**src/rtl/fifo_ser_pkg.sv**
```systemverilog
// rtl/fifo_ser_pkg.sv - shared state encoding and defaults for the FIFO word serializer
package fifo_ser_pkg;

    localparam int DEF_DATA_WIDTH = 32;
    localparam int DEF_CNT_WIDTH  = 16;

    typedef enum logic [1:0] {
        ST_IDLE  = 2'd0,
        ST_REQ   = 2'd1,
        ST_LOAD  = 2'd2,
        ST_SHIFT = 2'd3
    } ser_state_e;

endpackage

```
**src/rtl/piso_shift_reg.sv**
```systemverilog
// rtl/piso_shift_reg.sv - parallel-load, shift-enable register presenting one serial bit
module piso_shift_reg #(
    parameter int DATA_WIDTH = 32,
    parameter bit MSB_FIRST  = 1'b1
) (
    input  logic                  clk,
    input  logic                  rst,
    input  logic                  load,
    input  logic                  shift,
    input  logic [DATA_WIDTH-1:0] d,
    output logic                  q_bit
);

    logic [DATA_WIDTH-1:0] shreg;

    // Load wins over shift so a fresh word is never disturbed on its capture edge.
    always_ff @(posedge clk or posedge rst) begin
        if (rst) begin
            shreg <= '0;
        end else if (load) begin
            shreg <= d;
        end else if (shift) begin
            if (MSB_FIRST) begin
                shreg <= {shreg[DATA_WIDTH-2:0], 1'b0};
            end else begin
                shreg <= {1'b0, shreg[DATA_WIDTH-1:1]};
            end
        end
    end

    assign q_bit = MSB_FIRST ? shreg[DATA_WIDTH-1] : shreg[0];

endmodule

```
**src/rtl/fifo_word_serializer.sv**
```systemverilog
// rtl/fifo_word_serializer.sv - pops FIFO words and shifts them out over a serial valid/ready link
module fifo_word_serializer
    import fifo_ser_pkg::*;
#(
    parameter int DATA_WIDTH = DEF_DATA_WIDTH,
    parameter bit MSB_FIRST  = 1'b1,
    parameter int CNT_WIDTH  = DEF_CNT_WIDTH
) (
    input  logic                  Clk,
    input  logic                  Rst,
    input  logic                  EN,
    input  logic                  fifo_empty,
    input  logic [DATA_WIDTH-1:0] fifo_data,
    output logic                  fifo_rd,
    input  logic                  ser_ready,
    output logic                  ser_valid,
    output logic                  ser_bit,
    output logic                  ser_first,
    output logic                  ser_last,
    output logic                  busy,
    output logic [CNT_WIDTH-1:0]  word_count
);

    localparam int BW = (DATA_WIDTH > 1) ? $clog2(DATA_WIDTH) : 1;
    localparam logic [BW-1:0] LAST_BIT = BW'(DATA_WIDTH - 1);

    ser_state_e    state;
    ser_state_e    state_nxt;
    logic [BW-1:0] bit_cnt;
    logic          start_ok;
    logic          accept;
    logic          word_done;
    logic          shreg_bit;

    assign start_ok  = EN && !fifo_empty;
    assign accept    = (state == ST_SHIFT) && ser_ready;
    assign word_done = accept && (bit_cnt == LAST_BIT);

    always_ff @(posedge Clk or posedge Rst) begin
        if (Rst) begin
            state <= ST_IDLE;
        end else begin
            state <= state_nxt;
        end
    end

    // EN and fifo_empty only matter in IDLE and on the final accepted bit.
    always_comb begin
        state_nxt = state;
        case (state)
            ST_IDLE:  if (start_ok) state_nxt = ST_REQ;
            ST_REQ:   state_nxt = ST_LOAD;
            ST_LOAD:  state_nxt = ST_SHIFT;
            ST_SHIFT: if (word_done) state_nxt = start_ok ? ST_REQ : ST_IDLE;
            default:  state_nxt = ST_IDLE;
        endcase
    end

    always_ff @(posedge Clk or posedge Rst) begin
        if (Rst) begin
            bit_cnt <= '0;
        end else if (state == ST_LOAD) begin
            bit_cnt <= '0;
        end else if (accept) begin
            bit_cnt <= bit_cnt + BW'(1);
        end
    end

    always_ff @(posedge Clk or posedge Rst) begin
        if (Rst) begin
            word_count <= '0;
        end else if (word_done) begin
            word_count <= word_count + CNT_WIDTH'(1);
        end
    end

    piso_shift_reg #(
        .DATA_WIDTH (DATA_WIDTH),
        .MSB_FIRST  (MSB_FIRST)
    ) u_piso (
        .clk   (Clk),
        .rst   (Rst),
        .load  (state == ST_LOAD),
        .shift (accept),
        .d     (fifo_data),
        .q_bit (shreg_bit)
    );

    // Outputs decode registered state only, so they drop with Rst and hold while not ready.
    assign fifo_rd   = (state == ST_REQ);
    assign ser_valid = (state == ST_SHIFT);
    assign busy      = (state != ST_IDLE);
    assign ser_bit   = ser_valid && shreg_bit;
    assign ser_first = ser_valid && (bit_cnt == '0);
    assign ser_last  = ser_valid && (bit_cnt == LAST_BIT);

endmodule

```
**config.mk**
```make
export PLATFORM = sky130hd
export DESIGN_NAME = fifo_word_serializer
export DESIGN_NICKNAME = d
export VERILOG_FILES = /design/src/rtl/fifo_ser_pkg.sv /design/src/rtl/piso_shift_reg.sv /design/src/rtl/fifo_word_serializer.sv
export SDC_FILE = /design/constraint.sdc
export NUM_CORES = 1
export LEC_CHECK = 0
export ABC_AREA = 1
export CAP_MARGIN = 20
export CORE_ASPECT_RATIO = 1.25
export CORE_UTILIZATION = 40
export CTS_CLUSTER_SIZE = 24
export DETAILED_ROUTE_END_ITERATION = 10
export PLACE_DENSITY = 0.69
export REMOVE_ABC_BUFFERS = 1
export SLEW_MARGIN = 40
export SYNTH_ARGS = -nofsm -noshare
export SYNTH_HDL_FRONTEND = slang
export SYNTH_SLANG_ARGS = --single-unit
```
**constraint.sdc**
```tcl
create_clock -name Clk -period 1.57 [get_ports Clk]
set_clock_uncertainty 0.05 [all_clocks]
set_input_delay 0.157 -clock Clk [delete_from_list [all_inputs] [get_ports Clk]]
set_output_delay 0.157 -clock Clk [all_outputs]
set_load 0.1 [all_outputs]
```
==> flow_summary.json <==
{
  "vias_per_cell": 4.85,
  "fin_crit_sh_pct": 111,
  "power.internal_uw": 3690,
  "failed_checks": "negative setup slack",
  "fin_ws_ns": -0.179,
  "slew-limit-headroom_pct": 79.6,
  "pwr-share-comb_pct": 52.2,
  "antenna_found_initial": 0,
  "maxCapViolCount": 0,
  "wl_per_cell_um": 12.1,
  "crit_cells": 9,
  "ys_seq_area_share_pct": 49.2,
  "dpl.hpwl_mm": 4.13,
  "synth_area_leader_cell": "dfrtp_1",
  "nNetsFinal": 438,
  "fillers": 523,
  "slowest_stage": "dfrtp_1",
  "r2r-end": "word_count[5]$_DFFE_PP0P_",
  "r2r-start": "bit_cnt[1]$_DFFE_PP0P_",
  "setup_viol": 36,
  "final_util_pct": 62.8,
  "max_freq_ghz": 0.572,
  "clk_latency_ns": 0.31,
  "cp-end-kind": "flip-flop",
  "clk_path_buf_depth": 2,
  "slew_viol_final": 0,
  "rsz0062_at_grt": "true",
  "critPathTopFamily": "simple AND/OR/NAND/NOR gates",
  "grt_max_degree": 56,
  "critical_path_arrival_ns": 1.90,
  "drtPass1Iterations": 4,
  "drt_iter0_markers": 67,
  "synthDistinctLibCells": 29,
  "rows": 33,
  "sw_frac_of_total_pct": 41.0,
  "die-area_mm2": 0.00734,
  "synth_area_mm2": 0.00280,
  "yosysWarnings": 0,
  "switchingPower_uw": 2560,
  "final.setup.tns_ns": -2.32,
  "clkSinkCount": 55,
  "synth_cells": 312,
  "max-vdd-ir-drop_v": 0.000814,
  "ant_nets": 0,
  "h-tree-depth": 2,
  "status": "complete, but fails checks",
  "ys.flop_type": "dfrtp_1",
  "synth_seq_cells": 55,
  "p_leak_uw": 0.00189,
  "grt_pass1_wl_mm": 9.79,
  "slowest_delay_ns": 0.39,
  "synth_top_area_share_pct": 49.2,
  "path_max_fanout": 6,
  "ys_top_cells_by_area": "dfrtp_1 49%, nand2_1 11%, inv_1 7.8%",
  "ctsRootBufferMaster": "clkbuf_8",
  "clk_pin_slew_ns": 0.10,
  "grt_pass1_vias": 2231,
  "area_growth_pct": 49.1,
  "fin_cells": 480,
  "ioPinCount": 59,
  "layout_min_cycle_time_ns": 1.75,
  "grtUsageTotal_pct": 16.7,
  "vias": 2326,
  "diodes": 0,
  "criticalPathCategory": "flip-flop to flip-flop",
  "wirelength_mm": 5.80,
  "pwr-share-seq_pct": 32.4,
  "required_ns": 1.72,
  "die_w_um": 76.8,
  "cp-start-kind": "flip-flop",
  "clockPowerShare_pct": 15.4,
  "synth-edff-count": 0,
  "start_util_pct": 42.1,
  "core-area_mm2": 0.00665,
  "placed_cells_incl_taps": 464,
  "syn_area_per_cell_um2": 8.97,
  "hp-class": "input port to async pin",
  "p_per_area_mw_per_mm2": 1500,
  "drcViolationCount": 0,
  "hold_violations": 0,
  "cts_buffers": 5,
  "cts_tree": "done",
  "worstMarginPinSlew_ns": 0.305,
  "preCtsSetupSlack_ns": -0.129,
  "gp_congestion": 0.807,
  "die_h_um": 95.5,
  "numPortBuffers": 58,
  "grt-ovfl-total": 0,
  "drive_above_1_share_pct": 25.2,
  "async_flop_share_pct": 100,
  "worst_r2r_path_depth": 9,
  "r2r_slack_ns": -0.18,
  "path_cells": "ha_2 > nand2_2 > nor2_4 > ha_4 > buf_6 > nand3_4 > nor2_4 > nand2_2 > xnor2_1",
  "timing.critical_path.buf_inv": 1
}
-- sequential cells by signal (all words and copies together) (netlist names) --
signal,flops
bit_cnt,5
state,2
word_count,16
u_piso.shreg,32
-- Yosys cell counts (4+ instances only) --
| master | n |
|---|---|
| nand2_1 | 80 |
| inv_1 | 58 |
| dfrtp_1 | 55 |
| o221ai_1 | 23 |
| nor2_1 | 17 |
| nand3_1 | 16 |
| ha_1 | 9 |
| o21ai_0 | 6 |
| o221ai_2 | 6 |
| nand4_1 | 4 |
| xnor2_1 | 4 |
-- worst reg2reg max path: stages, from the launching register on --
cell     delay (ns)
dfrtp_1        0.39
ha_2           0.20
nand2_2        0.07
nor2_4         0.12
ha_4           0.15
buf_6          0.10
nand3_4        0.14
nor2_4         0.23
nand2_2        0.08
xnor2_1        0.12
-- per-stage QoR --
step | area, µm² | hold WS [ns] | total power, µW
after global routing | 4180 | 0.185 | 6680
after CTS | 4020 | 0.171 | 6030
final | 4180 | 0.160 | 6250
after floorplan | 2740 | 0.228 | 3940
after global placement | 3800 | 0.450 | 4810
after detailed placement | 3800 | 0.456 | 4890
-- routing by layer --
| layer | vias to the layer above | global-route usage, % | share of wire [%] |
|---|---|---|---|
| met2 | 65 | 31.2 | 52 |
| met5 | - | 0 | 0 |
| met3 | 8 | 2.97 | 4.3 |
| li1 | 1175 | - | - |
| met4 | 0 | 6.73 | 1.4 |
| met1 | 1078 | 18.9 | 42 |
-- worst max-delay path by stage --
stage                                       to  slack, ns                   start
floorplan                            ser_first      -2.22    state[0]$_DFFE_PP0P_
global placement    word_count[15]$_DFFE_PP0P_      -0.06  bit_cnt[1]$_DFFE_PP0P_
detailed placement  word_count[15]$_DFFE_PP0P_      -0.13  bit_cnt[1]$_DFFE_PP0P_
CTS                                   ser_last      -0.19  bit_cnt[1]$_DFFE_PP0P_
global route         word_count[5]$_DFFE_PP0P_      -0.26  bit_cnt[1]$_DFFE_PP0P_
finish               word_count[5]$_DFFE_PP0P_      -0.18  bit_cnt[1]$_DFFE_PP0P_
-- power by group through the flow --
stage / logic [µW] / clock network (µW) / registers (µW)
6_report: 3260 / 964 / 2020
5_1_grt: 3580 / 1050 / 2060
4_1_cts: 3010 / 990 / 2020
3_5_place_dp: 2860 / 0 / 2040
3_3_place_gp: 2790 / 0 / 2020
2_1_floorplan: 1920 / 0 / 2020
-- timing repair --
action                                  4_1_cts  5_1_grt
pin swaps                                     5       18
buffers inserted                              2        5
cloned                                        0        1
hold buffers                                  0        0
endpoints found under the setup margin       45       55
resized for setup                            22       27
-- placed cells by master, fill, tap and decap left out, types with 2 or more instances in the layout --
cell type,count
nand2_8,2
nor2_1,15
ha_1,2
xnor2_1,3
o21bai_1,2
clkbuf_8,5
nand2_1,76
ha_2,2
nand2_4,2
o221ai_1,23
ha_4,5
a21oi_1,3
inv_2,4
o21ai_0,5
inv_1,51
nand3_1,12
o221ai_2,6
buf_4,13
nand4_1,4
clkdlybuf4s50_1,36
nand2_2,6
buf_6,7
inv_4,3
nand3_2,4
nor2_4,5
buf_12,25
xor2_1,3
dfrtp_1,55
-- logic make-up after synthesis --
kind of cell    after synthesis  share of synthesized area, %
simple gates                130                          21.1
buf+inv                      69                          10.3
flops                        55                          49.2
compound gates               42                          13.2
fa+ha+maj                     9                          4.02
xor+xnor                      7                          2.19
-- final cells by class --
class / instances / area (µm²) / share of cell area [%]
Sequential cell: 55 / 1380 / 33.0
Tap cell: 87 / 109 / 2.61
Clock inverter: 3 / 47.5 / 1.14
Inverter: 60 / 241 / 5.78
Timing Repair Buffer: 81 / 1040 / 24.8
Multi-Input combinational cell: 189 / 1290 / 31.0
Clock buffer: 5 / 68.8 / 1.65
Note: power is estimated with default switching activity, not from simulation.
